## config.mk

```make
export PLATFORM = sky130hd
export DESIGN_NAME = wb_port_arbiter
export DESIGN_NICKNAME = d
export VERILOG_FILES = /design/src/rtl/wb_pkg.sv /design/src/rtl/wb_wait_counter.sv /design/src/rtl/wb_port_arbiter.sv
export SDC_FILE = /design/constraint.sdc
export NUM_CORES = 1
export LEC_CHECK = 0
export BUFFER_PORTS_ARGS = -buffer_cell sky130_fd_sc_hd__buf_2
export CORE_ASPECT_RATIO = 1.5
export CORE_MARGIN = 8
export CORE_UTILIZATION = 40
export DETAILED_ROUTE_END_ITERATION = 12
export PLACE_DENSITY = 0.73
export SYNTH_ARGS = -nofsm -noshare
export SYNTH_HDL_FRONTEND = slang
export SYNTH_HIERARCHICAL = 1
export SYNTH_SLANG_ARGS = --single-unit
export TNS_END_PERCENT = 5
```

## constraint.sdc

```tcl
create_clock -name clk -period 1.5 [get_ports clk]
set_input_delay 0.15 -clock clk [delete_from_list [all_inputs] [get_ports clk]]
set_output_delay 0.15 -clock clk [all_outputs]
set_load 0.02 [all_outputs]
```

## src/rtl/wb_pkg.sv

```systemverilog
// Shared types and constants for the register-file write-back port arbiter.
package wb_pkg;

  localparam int AW = 5;
  localparam int DW = 32;

  typedef enum logic {
    ARB_NORMAL = 1'b0,
    ARB_FORCE  = 1'b1
  } arb_state_e;

  localparam logic [AW-1:0] R0_ADDR = '0;

  function automatic logic is_r0(input logic [AW-1:0] addr);
    return addr == R0_ADDR;
  endfunction

endpackage

```

## src/rtl/wb_wait_counter.sv

```systemverilog
// Saturating count of cycles an MDU request has lost arbitration; clear has priority over increment.
// o_reach_on_inc flags that one more lost cycle brings the count to MAX_WAIT.
module wb_wait_counter #(
  parameter int MAX_WAIT = 4
) (
  input  logic clk,
  input  logic reset_n,
  input  logic i_clr,
  input  logic i_inc,
  output logic o_reach_on_inc
);

  localparam int CW = 4;

  logic [CW-1:0] r_cnt;

  always_ff @(posedge clk or negedge reset_n) begin
    if (!reset_n) begin
      r_cnt <= '0;
    end else if (i_clr) begin
      r_cnt <= '0;
    end else if (i_inc && (r_cnt != {CW{1'b1}})) begin
      r_cnt <= r_cnt + CW'(1);
    end
  end

  assign o_reach_on_inc = (r_cnt == CW'(MAX_WAIT - 1));

endmodule

```

## src/rtl/wb_port_arbiter.sv

```systemverilog
// Arbitrates the register-file write port between the WB stage and the MDU; rf_* registered, 1-cycle latency.
// Losing WB sees pipe_stall, losing MDU sees no mdu_ack; WB_CONFLICT_CNT_EN adds a saturating overlap counter.
module wb_port_arbiter #(
  parameter int MAX_WAIT = 4,
  parameter int AW       = wb_pkg::AW,
  parameter int DW       = wb_pkg::DW
) (
  input  logic          clk,
  input  logic          reset_n,
  input  logic          pipe_wr_en,
  input  logic [AW-1:0] pipe_wr_addr,
  input  logic [DW-1:0] pipe_wr_data,
  output logic          pipe_stall,
  input  logic          mdu_req,
  input  logic [AW-1:0] mdu_addr,
  input  logic [DW-1:0] mdu_data,
  output logic          mdu_ack,
  output logic          rf_we,
  output logic [AW-1:0] rf_waddr,
  output logic [DW-1:0] rf_wdata,
  output logic          arb_state
`ifdef WB_CONFLICT_CNT_EN
  ,
  output logic [15:0]   conflict_cnt
`endif
);

  import wb_pkg::*;

  arb_state_e    r_state;
  arb_state_e    w_state_nxt;
  logic          w_grant_pipe;
  logic          w_grant_mdu;
  logic          w_stall;
  logic          w_mdu_lost;
  logic          w_cnt_clr;
  logic          w_reach_on_inc;
  logic          w_grant_any;
  logic [AW-1:0] w_sel_addr;
  logic [DW-1:0] w_sel_data;
  logic          w_sel_r0;
  logic [AW-1:0] r_waddr;
  logic [DW-1:0] r_wdata;
  logic          r_we;

  always_ff @(posedge clk or negedge reset_n) begin
    if (!reset_n) begin
      r_state <= ARB_NORMAL;
    end else begin
      r_state <= w_state_nxt;
    end
  end

  // Everything is gated by reset_n so the combinational handshakes read 0 while in reset.
  always_comb begin
    w_grant_pipe = 1'b0;
    w_grant_mdu  = 1'b0;
    w_stall      = 1'b0;
    w_mdu_lost   = 1'b0;
    w_state_nxt  = ARB_NORMAL;
    if (reset_n) begin
      if (r_state == ARB_FORCE) begin
        w_grant_mdu = mdu_req;
        w_stall     = pipe_wr_en;
      end else begin
        unique case ({pipe_wr_en, mdu_req})
          2'b10: w_grant_pipe = 1'b1;
          2'b01: w_grant_mdu  = 1'b1;
          2'b11: begin
            if (pipe_wr_addr == mdu_addr) begin
              // MDU op is older; writing it first keeps same-register order intact.
              w_grant_mdu = 1'b1;
              w_stall     = 1'b1;
            end else begin
              w_grant_pipe = 1'b1;
              w_mdu_lost   = 1'b1;
              if (w_reach_on_inc) begin
                w_state_nxt = ARB_FORCE;
              end
            end
          end
          default: ;
        endcase
      end
    end
  end

  assign w_cnt_clr = w_grant_mdu || !mdu_req || (r_state == ARB_FORCE);

  wb_wait_counter #(
    .MAX_WAIT (MAX_WAIT)
  ) u_wait_cnt (
    .clk            (clk),
    .reset_n        (reset_n),
    .i_clr          (w_cnt_clr),
    .i_inc          (w_mdu_lost),
    .o_reach_on_inc (w_reach_on_inc)
  );

  assign w_grant_any = w_grant_pipe || w_grant_mdu;
  assign w_sel_addr  = w_grant_mdu ? mdu_addr : pipe_wr_addr;
  assign w_sel_data  = w_grant_mdu ? mdu_data : pipe_wr_data;
  assign w_sel_r0    = (w_sel_addr == AW'(R0_ADDR));

  always_ff @(posedge clk or negedge reset_n) begin
    if (!reset_n) begin
      r_we    <= 1'b0;
      r_waddr <= '0;
      r_wdata <= '0;
    end else begin
      r_we <= w_grant_any && !w_sel_r0;
      if (w_grant_any) begin
        r_waddr <= w_sel_addr;
        r_wdata <= w_sel_data;
      end
    end
  end

  assign pipe_stall = w_stall;
  assign mdu_ack    = w_grant_mdu;
  assign rf_we      = r_we;
  assign rf_waddr   = r_waddr;
  assign rf_wdata   = r_wdata;
  assign arb_state  = r_state;

`ifdef WB_CONFLICT_CNT_EN
  logic [15:0] r_conflict_cnt;

  always_ff @(posedge clk or negedge reset_n) begin
    if (!reset_n) begin
      r_conflict_cnt <= '0;
    end else if (pipe_wr_en && mdu_req && (r_conflict_cnt != 16'hFFFF)) begin
      r_conflict_cnt <= r_conflict_cnt + 16'd1;
    end
  end

  assign conflict_cnt = r_conflict_cnt;
`endif

endmodule

```

Word-level counts from Yosys, hierarchy flattened
Cells that the tools add are included.
Widths: inputs -> output; s select.
- bits in registers: 43
- input port bits: 78
- output and inout bits: 41
- logic and storage cells: 44
- add/sub/neg operators: 1
- eq/ne operators: 6
- mux-type cells: 23
- reduce and logical (&&, ||, !) cells: 9
- operators with widths (kind ; count):
    $mux 32 ; 1
    $mux 1 ; 17
    $mux 4 ; 2
    $eq 5x5->1 ; 1
    $logic_not 5->1 ; 1
    $mux 5 ; 1
    $add 4x1->4 const B ; 1
    $eq 2x2->1 const B ; 2
    $eq 4x2->1 const B ; 1
    $ne 4x4->1 const B ; 1
    $pmux 1 s2 ; 2
    $logic_or 1x1->1 ; 3
    $eq 2x1->1 const B ; 1
    $logic_and 1x1->1 ; 2
    $logic_not 1->1 ; 2
    $reduce_bool 2->1 ; 1

Depth between registers and ports, before layout
- depth after elaboration: 9
- depth in mapped cells: 7
- gate-level depth less buffers: 7

By module
Netlist, hierarchy kept.
- by module, submodules not included (module ; times used ; cells an instance ; area an instance (um2)):
    wb_port_arbiter ; 1 ; 187 ; 1935.6
    wb_wait_counter ; 1 ; 21 ; 236.5

Worst setup path before layout
No wires, ideal clock.
- path kind: reg2reg
- start point: register r_state (netlist: arb_state)
- end point: register u_wait_cnt.r_cnt[1]
- library setup time: 0.079 ns
- arrival time: 1.652 ns
- path slack: -0.232 ns
- cell stages (with the launch flop): 8
- clock period less this slack: 1.732 ns
- path through: dfrtp_1 nand2b_1 nand3_1 o31ai_2 buf_6 or3b_1 nand2b_1 mux2i_1
- word-level cells in the longest chain between the ends: 5
- elaborated cells between the ends (all ways): 9
- classes of those cells: mux (5); reduce/logical (4)
- ends and longest elaborated chain (item ; line ; RTL):
    from (decl) ; wb_port_arbiter.sv:30 ; arb_state_e r_state;
    from (signal assigned) ; wb_port_arbiter.sv:50 ; r_state <= w_state_nxt;
    $mux 1 ; wb_port_arbiter.sv:62 ; if (r_state == ARB_FORCE) begin
    $mux 1 ; wb_port_arbiter.sv:61 ; if (reset_n) begin
    $logic_or 1x1->1 ; wb_port_arbiter.sv:88 ; assign w_cnt_clr = w_grant_mdu || !mdu_req || (r_state == ARB_FORCE);
    $logic_or 1x1->1 (*) ; wb_port_arbiter.sv:88 ;
    named net w_cnt_clr ; wb_port_arbiter.sv:36 ; logic w_cnt_clr;
    $mux 4 / $reduce_bool 2->1 (equally long branches) ; -- ;
    to (signal assigned) ; wb_wait_counter.sv:23 ; r_cnt <= r_cnt + CW'(1);
    to (decl) ; wb_wait_counter.sv:15 ; logic [CW-1:0] r_cnt;
Mark *: on every way through the listed nets, which the timed path passes. The rest lies on a longest branch.
A chain may end at the register's enable or synchronous reset.

Worst setup path after layout
Same ends and word-level chain as after synthesis.

==> impl_summary.log <==
INFO  metric slew_headroom = slightly above 30%
INFO  metric hold_path_class = in2async
INFO  metric critical_path_cell_count = 6
INFO  metric finalNetCount = around 420
INFO  metric die_x = 76.17 um
INFO  metric r2r_setup_slack = -30 ps
INFO  metric drt_pass1_iterations = 4
INFO  metric violated_checks = setup timing
INFO  metric worst_setup_hold_path_clk_slew = 80 ps
INFO  metric layout_cells_sized_above_1 = 47.83%
INFO  metric clk_path_buf_depth = 2
INFO  metric synth_edf_count = 0
INFO  metric synth_compound_gate_area_share = 12.79%
INFO  metric timing.critical_path.mode_cell = sky130_fd_sc_hd__nand2b_4
INFO  metric postLayoutSetupSlackWorst = -26.66 ps
INFO  metric fp.dieH = 106.3 um
INFO  metric drt_iter0_drc = between 50 and 60
INFO  metric placement.io_buffers = approximately 120
INFO  metric synthesis.nets = 287
INFO  metric floorplan.initialDensity = 40.47%
INFO  metric netlist-cell-type-count = 33
INFO  metric max_slew.worst_pin.slew = about 1000 ps
INFO  metric number_of_global_route_vias_before_repair = 2146
INFO  metric yosysSeqAreaShare = 49.54%
INFO  metric globalplace.congestion = 0.8177
INFO  metric setup_viol_count_final = 2
INFO  metric postSynthAreaPerCell = 10.44 um^2
INFO  metric synthMuxAreaShare = 16.82%
INFO  metric rsz0062_at_grt = true
INFO  metric main_combinational_cell_family_by_area_after_synthesis = multiplexers
INFO  metric critical_path_arrival = 1750 ps
INFO  metric grt_max_degree = 50
INFO  metric cp-end-kind = flop
INFO  metric async_reset_ff_share = 100.0%
INFO  metric cts_root_buffer = sky130_fd_sc_hd__clkbuf_8
INFO  metric post_synthesis_simple_gate_area_fraction = 13.82%
INFO  metric postSynth.topFlopCell = sky130_fd_sc_hd__dfrtp_1
INFO  metric final_core_utilization = approximately three fifths
INFO  metric tritoncts_clock_tree = built
INFO  metric setup.worst_path.start_class = flop
INFO  metric worstPathBufferInverterCount = 0
INFO  metric grt_first_pass_wirelength = 10110 um
INFO  metric r2r-start = arb_state$_DFF_PN0_
INFO  metric synthesis.instances = 208
INFO  metric fin_crit = 1527 ps
INFO  metric grt.overflow.total = 0
INFO  metric mappedNetlistArea = around 2200 um^2
INFO  metric r2r-end = u_wait_cnt/r_cnt[1]$_DFFE_PN0P_
INFO  metric routed_wire_length_per_instance = approximately 15 um
INFO  metric r2r.worst_path.cells = 6
INFO  metric critPathMaxStageDelay = 430 ps
INFO  metric required = 1720 ps
INFO  metric grt_antenna_before_repair = 0
INFO  metric adder_and_majority_cell_fraction_of_the_synthesized_area = 0.5760%
INFO  metric ir_drop = 0.5801 mV
INFO  metric htreeDepth = 2
INFO  metric crit_type = reg2reg
INFO  metric cap_viol_max_count = 0
INFO  metric worstPathCellList = nand2b_4 > nand3_4 > o31ai_4 > or3b_4 > nand2b_4 > mux2i_1
INFO  metric yosys_register_bits = between 40 and 50
INFO  metric io-pin-count = 119
INFO  metric endpoint = u_wait_cnt/r_cnt[1]$_DFFE_PN0P_
INFO  metric number_of_clock_buffers_inserted_by_tritoncts = 5
INFO  metric achievable-frequency = 0.6550 GHz
INFO  metric crit_path_top_delay_cell = sky130_fd_sc_hd__or3b_4
INFO  metric detail-route-antenna-nets = 0
INFO  metric placed_cells_incl_taps = 404
INFO  metric clock-sinks = 43
INFO  metric post-dp-hpwl = 4786 um
INFO  metric status = finished, violations left
INFO  metric wirelength = 6142 um
INFO  metric placement_rows = 33
INFO  metric p_leak = 1.501 nW
INFO  metric commonest_non_fill_non_tap_cell_in_the_layout = sky130_fd_sc_hd__buf_2
INFO  metric timing_max_transition_violations_final = 0
INFO  metric crit_fanout = 6
INFO  metric path_delay_family = simple AND/OR/NAND/NOR gates
INFO  metric core_area = 5368 um^2
INFO  metric number_of_antenna_diodes = 0
INFO  metric fillCellCount = between 400 and 500
INFO  metric mostFrequentLayoutCells = 117 x sky130_fd_sc_hd__buf_2, 42 x sky130_fd_sc_hd__dfrtp_1, 38 x sky130_fd_sc_hd__nor2_1, 37 x sky130_fd_sc_hd__a21oi_1, 35 x sky130_fd_sc_hd__mux2i_1
INFO  metric synthesis.yosys.warnings = 6
INFO  metric grtUsageTotal = 15.09%
INFO  metric min_period_over_period = 101.8%
INFO  metric die_area = 8093 um^2
INFO  metric worst_setup_startpoint = arb_state$_DFF_PN0_
INFO  metric clkLatencyLatePin = 290 ps
INFO  metric flow.area_growth_from_synthesis = 46.26%
INFO  metric power.density_cell_area = 915.0 nW/um^2
INFO  metric remaining_drc_errors = 0
INFO  metric finalHoldViolations = 0
INFO  metric drt-vias-per-instance = 4.896
INFO  metric fin_skew = a little over 8 ps
INFO  metric via_count = 2032
INFO  metric layoutNonFillerInstCount = 415
INFO  metric synth-xor-area-share = 2.016%
-- layout make-up --
| cell class | count | area, um^2 | share of cell area, % |
|---|---|---|---|
| Sequential cell | 43 | 1077 | 33.91 |
| Tap cell | 70 | 87.58 | 2.757 |
| Clock buffer | 6 | 72.57 | 2.284 |
| Clock inverter | 2 | 12.51 | 0.3939 |
| Timing Repair Buffer | 142 | 852.1 | 26.82 |
| Multi-Input combinational cell | 152 | 1075 | 33.83 |
-- kinds of logic (layout without fill, tap and decap cells) --
kind of cell,Yosys count,after routing
adders and majority gates,1,1
DFF,43,43
muxes,36,36
and+or+nand+nor,62,62
AOI/OAI and AO/OA,48,48
xor gates and xnor gates,5,5
buffers and inverters,13,150
-- sequential cells by signal, summed over array words and instances, names as in the netlist --
register and flops:
u_wait_cnt/r_cnt 4, arb_state 1, rf_wdata 32, rf_we 1, rf_waddr 5
-- cell usage after synthesis, drive strengths merged (3+ instances only) --
| cell type | n | area share (%) |
|---|---|---|
| a22o | 6 | 2.4 |
| nor2b | 3 | 1.2 |
| nand2 | 3 | 0.52 |
| dfrtp | 43 | 50 |
| nand3 | 3 | 0.69 |
| nor3 | 3 | 0.69 |
| xnor2 | 5 | 2.0 |
| a21oi | 37 | 8.5 |
| clkbuf | 6 | 1.1 |
| nor2 | 38 | 6.6 |
| buf | 7 | 3.3 |
| mux2i | 35 | 16 |
| nand2b | 3 | 0.86 |
-- worst min path at each step --
stage                                 endpoint  startpoint
2_1_floorplan              arb_state$_DFF_PN0_     reset_n
3_5_place_dp           rf_waddr[4]$_DFFE_PN0P_     reset_n
6_report       u_wait_cnt/r_cnt[1]$_DFFE_PN0P_     reset_n
3_3_place_gp           rf_waddr[4]$_DFFE_PN0P_     reset_n
4_1_cts        u_wait_cnt/r_cnt[1]$_DFFE_PN0P_     reset_n
5_1_grt               rf_wdata[17]$_DFFE_PN0P_     reset_n
-- layer usage --
metal	track usage, %	part of all wire (%)	vias up
met4	6.215	2.0	0
met3	5.152	7.0	12
li1	-	-	1012
met1	14.65	37	938
met5	0	0	-
met2	28.27	54	70
-- power by group --
group | switching [mW] | leakage, nW | internal [mW]
clock network | 0.382 | 0.0412 | 0.325
registers | 0.0630 | 0.494 | 1.29
logic | 0.478 | 0.966 | 0.366
total | 0.923 | 1.50 | 1.98
-- through the flow --
step                hold WS [ps]  setup slack (ps)  power [mW]  setup TNS (ps)  cell area (um^2)
detailed placement         204.0            -195.2       2.202           -6038              2970
CTS                        35.42            -42.83       2.939          -114.3              3139
finish                     46.11            -26.66       2.907          -35.78              3177
global placement           198.1            -111.1       2.181           -3078              2970
global route               76.18            -78.46       3.064          -297.8              3177
floorplan                 -145.6            -145.1       1.828           -1593              2183
-- repair_timing --
| action | 4_1_cts | 5_1_grt |
|---|---|---|
| pin swaps | 3 | 1 |
| endpoints found under the hold margin | 22 | 0 |
| cloned | 1 | 0 |
| hold buffers | 1 | 0 |
| endpoints found under the setup margin | 5 | 62 |
| setup buffers | 1 | 0 |
| resized for setup | 6 | 8 |
-- tightest hold or removal path, cell delays in order --
cell                    delay (ps)
sky130_fd_sc_hd__buf_2         130
sky130_fd_sc_hd__buf_4         150
sky130_fd_sc_hd__buf_4         290
Power figures use the tool's default switching activity.
